<file path="src/rtl/simple_adder_pkg.sv">
// Shared widths and types for the simple adder responder.
// Default parameter values come from here so that the top and the bench agree.
package simple_adder_pkg;

  localparam int DATA_W_DEF = 8;
  localparam int SUM_W_DEF  = DATA_W_DEF + 1;
  localparam int CNT_W_DEF  = 16;

  typedef logic [SUM_W_DEF-1:0] sum_t;

  typedef struct packed {
    logic [DATA_W_DEF-1:0] a;
    logic [DATA_W_DEF-1:0] b;
  } op_pair_t;

endpackage

</file>
<file path="src/rtl/simple_adder_fifo.sv">
// First-word fall-through result FIFO: head visible the cycle after push.
// The push side relies on upstream credits; a push into a full FIFO is dropped.
module simple_adder_fifo #(
  parameter int WIDTH = 9,
  parameter int DEPTH = 4
) (
  input  logic                       clk,
  input  logic                       rst,
  input  logic                       push,
  input  logic [WIDTH-1:0]           push_data,
  input  logic                       pop,
  output logic [WIDTH-1:0]           head_data,
  output logic                       empty,
  output logic [$clog2(DEPTH+1)-1:0] count
);

  localparam int PTR_W = (DEPTH > 1) ? $clog2(DEPTH) : 1;
  localparam int CNT_W = $clog2(DEPTH + 1);

  logic [WIDTH-1:0] mem_q [DEPTH];
  logic [WIDTH-1:0] mem_d [DEPTH];
  logic [PTR_W-1:0] wr_ptr_q, wr_ptr_d;
  logic [PTR_W-1:0] rd_ptr_q, rd_ptr_d;
  logic [CNT_W-1:0] cnt_q, cnt_d;
  logic             do_push, do_pop;

  function automatic logic [PTR_W-1:0] ptr_inc(input logic [PTR_W-1:0] p);
    return (p == PTR_W'(DEPTH - 1)) ? '0 : p + PTR_W'(1);
  endfunction

  always_comb begin
    do_pop   = pop && (cnt_q != '0);
    do_push  = push && ((cnt_q != CNT_W'(DEPTH)) || do_pop);
    mem_d    = mem_q;
    wr_ptr_d = wr_ptr_q;
    rd_ptr_d = rd_ptr_q;
    cnt_d    = cnt_q;
    if (do_push) begin
      mem_d[wr_ptr_q] = push_data;
      wr_ptr_d        = ptr_inc(wr_ptr_q);
    end
    if (do_pop) begin
      rd_ptr_d = ptr_inc(rd_ptr_q);
    end
    case ({do_push, do_pop})
      2'b10:   cnt_d = cnt_q + CNT_W'(1);
      2'b01:   cnt_d = cnt_q - CNT_W'(1);
      default: cnt_d = cnt_q;
    endcase
  end

  always_ff @(posedge clk) begin
    if (rst) begin
      mem_q    <= '{default: '0};
      wr_ptr_q <= '0;
      rd_ptr_q <= '0;
      cnt_q    <= '0;
    end else begin
      mem_q    <= mem_d;
      wr_ptr_q <= wr_ptr_d;
      rd_ptr_q <= rd_ptr_d;
      cnt_q    <= cnt_d;
    end
  end

  assign empty     = (cnt_q == '0);
  assign head_data = empty ? '0 : mem_q[rd_ptr_q];
  assign count     = cnt_q;

endmodule

</file>
<file path="src/rtl/simple_adder_resp.sv">
// Adder responder: sum appears PIPE_STAGES cycles after acceptance; the pipeline never stalls.
// in_ready is a credit check on registered FIFO occupancy plus in-flight stages, so results are never dropped.
module simple_adder_resp
  import simple_adder_pkg::*;
#(
  parameter int DATA_W      = DATA_W_DEF,
  parameter int PIPE_STAGES = 2,
  parameter int FIFO_DEPTH  = 4,
  parameter int CNT_W       = CNT_W_DEF
) (
  input  logic              clk,
  input  logic              rst,
  input  logic              in_valid,
  output logic              in_ready,
  input  logic [DATA_W-1:0] a,
  input  logic [DATA_W-1:0] b,
  output logic              out_valid,
  input  logic              out_ready,
  output logic [DATA_W:0]   sum,
  output logic [CNT_W-1:0]  txn_count,
  output logic [CNT_W-1:0]  carry_count
);

  localparam int SUM_W  = DATA_W + 1;
  localparam int FCNT_W = $clog2(FIFO_DEPTH + 1);
  localparam int CRED_W = $clog2(FIFO_DEPTH + PIPE_STAGES + 1);

  logic [PIPE_STAGES-1:0] vld_q, vld_d;
  logic [SUM_W-1:0]       dat_q [PIPE_STAGES];
  logic [SUM_W-1:0]       dat_d [PIPE_STAGES];
  logic [CNT_W-1:0]       txn_q, txn_d;
  logic [CNT_W-1:0]       carry_q, carry_d;
  logic [FCNT_W-1:0]      fifo_count;
  logic                   fifo_empty;
  logic [SUM_W-1:0]       head_dat;
  logic [CRED_W-1:0]      inflight;
  logic                   accept;
  logic                   deliver;

  always_comb begin
    inflight = '0;
    for (int i = 0; i < PIPE_STAGES; i++) begin
      inflight = inflight + CRED_W'(vld_q[i]);
    end
  end

  // Pops this cycle are deliberately not credited until they show up in fifo_count.
  assign in_ready = !rst && ((CRED_W'(fifo_count) + inflight) < CRED_W'(FIFO_DEPTH));
  assign accept   = in_valid && in_ready;
  assign deliver  = !fifo_empty && out_ready;

  always_comb begin
    vld_d    = '0;
    vld_d[0] = accept;
    dat_d[0] = accept ? ({1'b0, a} + {1'b0, b}) : dat_q[0];
    for (int i = 1; i < PIPE_STAGES; i++) begin
      vld_d[i] = vld_q[i-1];
      dat_d[i] = dat_q[i-1];
    end
  end

  always_comb begin
    txn_d   = txn_q;
    carry_d = carry_q;
    if (deliver) begin
      if (txn_q != '1) begin
        txn_d = txn_q + CNT_W'(1);
      end
      if (head_dat[DATA_W] && (carry_q != '1)) begin
        carry_d = carry_q + CNT_W'(1);
      end
    end
  end

  always_ff @(posedge clk) begin
    if (rst) begin
      vld_q   <= '0;
      dat_q   <= '{default: '0};
      txn_q   <= '0;
      carry_q <= '0;
    end else begin
      vld_q   <= vld_d;
      dat_q   <= dat_d;
      txn_q   <= txn_d;
      carry_q <= carry_d;
    end
  end

  simple_adder_fifo #(
    .WIDTH (SUM_W),
    .DEPTH (FIFO_DEPTH)
  ) u_fifo (
    .clk       (clk),
    .rst       (rst),
    .push      (vld_q[PIPE_STAGES-1]),
    .push_data (dat_q[PIPE_STAGES-1]),
    .pop       (deliver),
    .head_data (head_dat),
    .empty     (fifo_empty),
    .count     (fifo_count)
  );

  assign out_valid   = !fifo_empty;
  assign sum         = head_dat;
  assign txn_count   = txn_q;
  assign carry_count = carry_q;

endmodule

</file>
<file path="config.mk">
export PLATFORM = sky130hd
export DESIGN_NAME = simple_adder_resp
export DESIGN_NICKNAME = d
export VERILOG_FILES = /design/src/rtl/simple_adder_pkg.sv /design/src/rtl/simple_adder_fifo.sv /design/src/rtl/simple_adder_resp.sv
export SDC_FILE = /design/constraint.sdc
export NUM_CORES = 1
export LEC_CHECK = 0
export ABC_AREA = 1
export CORE_MARGIN = 3
export CORE_UTILIZATION = 41
export DETAILED_ROUTE_END_ITERATION = 12
export GPL_TIMING_DRIVEN = 0
export REMOVE_ABC_BUFFERS = 1
export SETUP_SLACK_MARGIN = 0.15
export SYNTH_ARGS = -nofsm -noshare
export SYNTH_HDL_FRONTEND = slang
export SYNTH_HIERARCHICAL = 1
export SYNTH_SLANG_ARGS = --single-unit
</file>
<file path="constraint.sdc">
create_clock -name clk -period 7.9 [get_ports clk]
set_input_delay 0.79 -clock clk [delete_from_list [all_inputs] [get_ports clk]]
set_output_delay 0.79 -clock clk [all_outputs]
set_load 0.01 [all_outputs]
</file>
==> impl_metrics.json, run 1 <==
{
  "drv_cap": 0,
  "synth.distinct_cells": 35,
  "grt_pass1_wl_um": 20840,
  "p_leak_uw": 0.002670,
  "cp.depth": 5,
  "clock.fmax_mhz": 262.5,
  "fin_tns_setup_ns": 0,
  "ir_drop_mv": 0.1191,
  "final_common_cell": "nand2_1",
  "grt-ovfl-total": 0,
  "rsz0062_at_grt": "no",
  "drt_iter0_drc": 283,
  "start_util": 0.4277,
  "post-place-ws_ns": 4.027,
  "status": "finished clean",
  "critPathTopFamily": "buffers and inverters",
  "firstDrtPassIters": 4,
  "fin_skew_ns": 0.006490,
  "dp_hpwl_um": 8393,
  "die-area_sq_um": 14860,
  "fp-row-count": 41,
  "cts_setup_buffers": 0,
  "finalCritPeriodShare": 0.4822,
  "chipHeight_um": 121.9,
  "io-pin-count": 63,
  "reg2reg_depth": 16,
  "setup_slack_ns": 4.091,
  "cts_root_buf": "clkbuf_16",
  "nets": 907,
  "postCtsHoldBufs": 0,
  "core-area_sq_um": 12880,
  "finalSetupViolations": 0,
  "drt_wl_total_um": 12330,
  "path_max_fanout": 33,
  "cts-resized-gates": 0,
  "crit_slowest_cell": "clkinv_1",
  "nFillCells": 1280,
  "vias_per_cell": 4.742,
  "slew_headroom": 0.1728,
  "antenna_left": 0,
  "grt_usage": 0.1730,
  "dr_total_vias": 4955,
  "gp_congestion": 0.8689,
  "crit_required_ns": 7.11,
  "grt_pass1_vias": 4599,
  "yosys.area.top_type": "dfxtp_1",
  "drive_above_1_share": 0.07446,
  "powerDensity_nw_per_um2": 171.3,
  "drc_errors": 0,
  "synth.avg_cell_area_sq_um": 6.691,
  "grtUsageMet1": 0.2224,
  "area_growth_pct": 17.29,
  "fp.dieW_um": 121.9,
  "syn_area_sq_um": 5507,
  "cts_htree_levels": 3,
  "synthCells": 823,
  "clk_latency_ns": 0.34,
  "ys_seq_area_frac": 0.3454,
  "synth_seq_cells": 95,
  "end_kind": "output port",
  "hold_depth": 2,
  "critPathKind": "input port to output port",
  "hp-class": "flop to flop",
  "port_buffers": 62,
  "diodes": 0,
  "synth_warnings": 6,
  "fin_util": 0.5016,
  "met3_usage": 0.02832,
  "clkTransAtPathRegs_ns": 0.06,
  "post-route-min-period_ns": 3.809,
  "cts_sinks": 95,
  "synth.area.top_cells": "dfxtp_1 35%, nand2_1 14%, inv_1 9.5%",
  "grt_antenna_before_repair": 0,
  "numCtsBuffers": 9,
  "final_cell_mix": "211 x nand2_1, 140 x inv_1, 100 x nor2_1",
  "crit_arrival_ns": 3.02,
  "grt_max_degree": 45,
  "cts.path.max_buffers": 2,
  "cpPeakStageDelay_ns": 0.75,
  "grtUsageMet2": 0.2849,
  "final_max_slew_viol_count": 0,
  "crit_buf_inv": 4,
  "start_kind": "input port",
  "synth_top_area_share": 0.3454,
  "worstMarginPinSlew_ns": 1.239,
  "cts_tree": "built",
  "seqCellArea_sq_um": 1903,
  "multi_input_area_sq_um": 2848,
  "crit_chain": "buf_2 > clkinv_1 > nand3_1 > inv_1 > clkdlybuf4s50_1",
  "grt.busiest_layer": "met2",
  "wl_per_cell_um": 11.80,
  "finalHoldViolCount": 0
}
[routing by layer]
metal | vias to the layer above | wire length, um
met2 | 96 | 5639
met4 | 0 | 224
met1 | 2182 | 5895
li1 | 2663 | -
met3 | 14 | 567
met5 | - | 0
[worst paths after layout]
check / endpoint / slack, ns / startpoint
hold / removal: dat_q[2]$_SDFF_PP0_ / 0.42 / dat_d[2]$_SDFFE_PP0P_
hold reg to reg: dat_q[2]$_SDFF_PP0_ / 0.42 / dat_d[2]$_SDFFE_PP0P_
setup reg to reg: u_fifo/count[2]$_SDFFE_PP0P_ / 4.78 / u_fifo/count[1]$_SDFFE_PP0P_
setup / recovery: in_ready / 4.09 / rst
[flip-flops by register name, summed over array words and instances, names as in the netlist]
name / flops
dat_q: 9
u_fifo/rd_ptr_q: 2
u_fifo/wr_ptr_q: 2
vld_q: 2
u_fifo/mem_q: 36
u_fifo/count: 3
txn_count: 16
dat_d: 9
carry_count: 16
[stage by stage]
| step | std cells | hold WS [ns] | instance area, sq um | power (uW) |
|---|---|---|---|---|
| floorplan | 795 | 0.3997 | 5301 | 595.0 |
| global route | 1045 | 0.4494 | 6459 | 1161 |
| detailed placement | 1029 | 0.4117 | 6133 | 641.0 |
| global placement | 1029 | 0.4052 | 6137 | 639.1 |
| CTS | 1045 | 0.4222 | 6459 | 1123 |
| finish | 1045 | 0.4181 | 6459 | 1106 |
[cell usage after synthesis]
master,n
nand2_1,211
inv_1,140
nor2_1,100
dfxtp_1,95
nand4_1,49
a21oi_1,47
nand3_1,30
o21ai_0,30
ha_1,17
buf_2,15
a21oi_2,12
nor2_2,9
xnor2_1,9
xor2_1,6
nand2_4,5
nor2_4,5
inv_2,4
nand2_2,4
buf_6,3
clkbuf_1,3
clkbuf_8,3
clkinv_1,3
nand3_2,3
nand3_4,3
or2_2,3
buf_4,2
fa_1,2
nand3b_1,2
nor3_1,2
buf_12,1
dlygate4sd1_1,1
o211ai_1,1
o21a_1,1
o21ai_1,1
o21ai_2,1
[cells by family (layout without fill, tap and decap cells)]
| group | after synthesis | in the layout | synth area share |
|---|---|---|---|
| AND/OR/NAND/NOR | 426 | 426 | 0.3531 |
| buffers and inverters | 175 | 225 | 0.1375 |
| flip-flops | 95 | 95 | 0.3454 |
| AO/OA/AOI/OAI | 93 | 93 | 0.09430 |
| adder cells (fa/ha/maj) | 19 | 19 | 0.04590 |
| XOR/XNOR | 15 | 15 | 0.02386 |
[cell type report]
class,instances,area share
clock inverter,3,0.01007
clock buffer,13,0.04029
timing repair buffer,62,0.09531
tap,172,0.03332
inverter,147,0.08543
multi-input combinational,553,0.4409
sequential,95,0.2947
[power by group]
| part | leakage [uW] | switching, uW | internal [uW] | total (uW) |
|---|---|---|---|---|
| clock | 0.000160 | 182 | 295 | 477 |
| sequential | 0.000771 | 12.7 | 495 | 508 |
| combinational | 0.00174 | 74.1 | 47.6 | 122 |
| total | 0.00267 | 269 | 837 | 1110 |
[worst min-delay path: stages (launching register included)]
cell     delay [ns]
dfxtp_1        0.30
inv_1          0.04
nor2_1         0.04
No activity file was read; power rests on OpenSTA's default activity.
==> inputs of run 2 (changes only) <==
- clock period: 7.9 -> 3.4 ns (I/O delays scaled with it)
==> impl_metrics.json, run 2 (synthesized netlist as in run 1, its figures left out) <==
{
  "fin_tns_setup_ns": 0,
  "critPathKind": "flop to output port",
  "cts_tree": "built",
  "grt_max_degree": 45,
  "finalSetupViolations": 0,
  "nets": 910,
  "finalHoldViolCount": 0,
  "cts_root_buf": "clkbuf_16",
  "endpoint": "sum[8]",
  "final_cell_mix": "211 x nand2_1, 140 x inv_1, 100 x nor2_1",
  "grt_pass1_vias": 4599,
  "start_kind": "flop",
  "crit_required_ns": 3.06,
  "crit-reg2reg-launch": "u_fifo/count[1]$_SDFFE_PP0P_",
  "wl_per_cell_um": 12.07,
  "reg2reg_to": "u_fifo/count[2]$_SDFFE_PP0P_",
  "grt-ovfl-total": 0,
  "core-area_sq_um": 12880,
  "crit_arrival_ns": 2.67,
  "drv_cap": 0,
  "gp_congestion": 0.8689,
  "drt_wl_total_um": 12650,
  "dp_hpwl_um": 8393,
  "ir_drop_mv": 0.2757,
  "startpoint": "u_fifo/rd_ptr_q[0]$_SDFFE_PP0P_",
  "antenna_left": 0,
  "dr_total_vias": 5039,
  "final_max_slew_viol_count": 0,
  "start_util": 0.4277,
  "grt_antenna_before_repair": 0,
  "fin_skew_ns": 0.007144,
  "firstDrtPassIters": 4,
  "drc_errors": 0,
  "io-pin-count": 63,
  "powerDensity_nw_per_um2": 398.2,
  "final_common_cell": "nand2_1",
  "fp.dieW_um": 121.9,
  "p_leak_uw": 0.002683,
  "drive_above_1_share": 0.07877,
  "cts_htree_levels": 3,
  "worstMarginPinSlew_ns": 1.251,
  "cts.path.max_buffers": 2,
  "numCtsBuffers": 9,
  "post-route-min-period_ns": 3.008,
  "die-area_sq_um": 14860,
  "clk_latency_ns": 0.34,
  "chipHeight_um": 121.9,
  "top_register": "u_fifo/mem_q",
  "finalCritPeriodShare": 0.8847,
  "drt_iter0_drc": 314,
  "grt_usage": 0.1730,
  "path_max_fanout": 22,
  "reg2reg_depth": 16,
  "fp-row-count": 41,
  "grt_pass1_wl_um": 20840,
  "place_inst": 1029,
  "clock.fmax_mhz": 332.4,
  "clkTransAtPathRegs_ns": 0.07,
  "diodes": 0,
  "status": "finished clean",
  "rsz0062_at_grt": "no",
  "end_kind": "output port",
  "hp-class": "flop to flop",
  "fin_util": 0.5054,
  "largest_reg_flops": 36,
  "vias_per_cell": 4.808,
  "slew_headroom": 0.1653,
  "port_buffers": 62,
  "final_cells": 1048,
  "cts_sinks": 95,
  "r2r_slack_ns": 0.42,
  "area_growth_pct": 18.18
}
## run 2: changes by cell type in the layout (fill, tap and decap cells not counted), sizes merged
cell	before	now
buf	1	3
clkinv	4	3
clkinvlp	0	1
nand2	220	221
## run 2: final cells by class
type / instances / area (sq um)
clock inverter: 3 / 65.06
fill: 1280 / 6369
timing repair buffer: 64 / 630.6
tap: 172 / 215.2
inverter: 147 / 555.5
multi-input combinational: 554 / 2878
clock buffer: 13 / 260.3
sequential: 95 / 1903
## run 2: how the worst min path moves through the flow
stage | startpoint | to | slack (ns) | cells after the start
final | dat_d[2]$_SDFFE_PP0P_ | dat_q[2]$_SDFF_PP0_ | 0.42 | 2
after global routing | dat_d[2]$_SDFFE_PP0P_ | dat_q[2]$_SDFF_PP0_ | 0.45 | 2
after CTS | dat_d[0]$_SDFFE_PP0P_ | dat_q[0]$_SDFF_PP0_ | 0.42 | 2
after detailed placement | vld_q[0]$_SDFF_PP0_ | vld_q[1]$_SDFF_PP0_ | 0.41 | 2
after global placement | dat_d[1]$_SDFFE_PP0P_ | dat_q[1]$_SDFF_PP0_ | 0.41 | 2
after floorplan | dat_d[0]$_SDFFE_PP0P_ | dat_q[0]$_SDFF_PP0_ | 0.40 | 2
## run 2: through the flow
stage	hold slack [ns]	power, uW	cell area [sq um]	worst slack [ns]
floorplan	0.3997	1383	5301	0.7141
finish	0.4180	2591	6507	0.3920
CTS	0.4222	2609	6459	0.2563
global route	0.4494	2712	6507	0.1734
global placement	0.4052	1485	6137	-0.8209
detailed placement	0.4117	1489	6133	0.2941
## run 2: timing repair
action	in CTS	in global routing
endpoints found under the setup margin	0	2
hold buffers	0	0
setup buffers	0	2
gates resized for setup	0	4
## run 2: worst max-delay path, stage by stage, from the launching register on
cell and delay [ns]:
dfxtp_1 0.83, inv_2 0.31, a21oi_1 0.21, o21ai_0 0.13
a21oi_1 0.25, clkdlybuf4s50_1 0.59
## run 2: power by group
group | total (uW) | internal, uW | leakage (uW) | switching (uW)
clock | 1110 | 685 | 0.000160 | 429
sequential | 1180 | 1150 | 0.000771 | 30.6
combinational | 298 | 118 | 0.00175 | 180
total | 2590 | 1950 | 0.00268 | 639
## run 2: metal layers
metal	up-vias	share of wire	global-route usage	routed length (um)
met4	0	0.019	0.07913	235
met1	2239	0.47	0.2224	5943
met2	111	0.46	0.2849	5846
met3	14	0.049	0.02832	626
met5	-	0	0	0
li1	2675	-	-	-
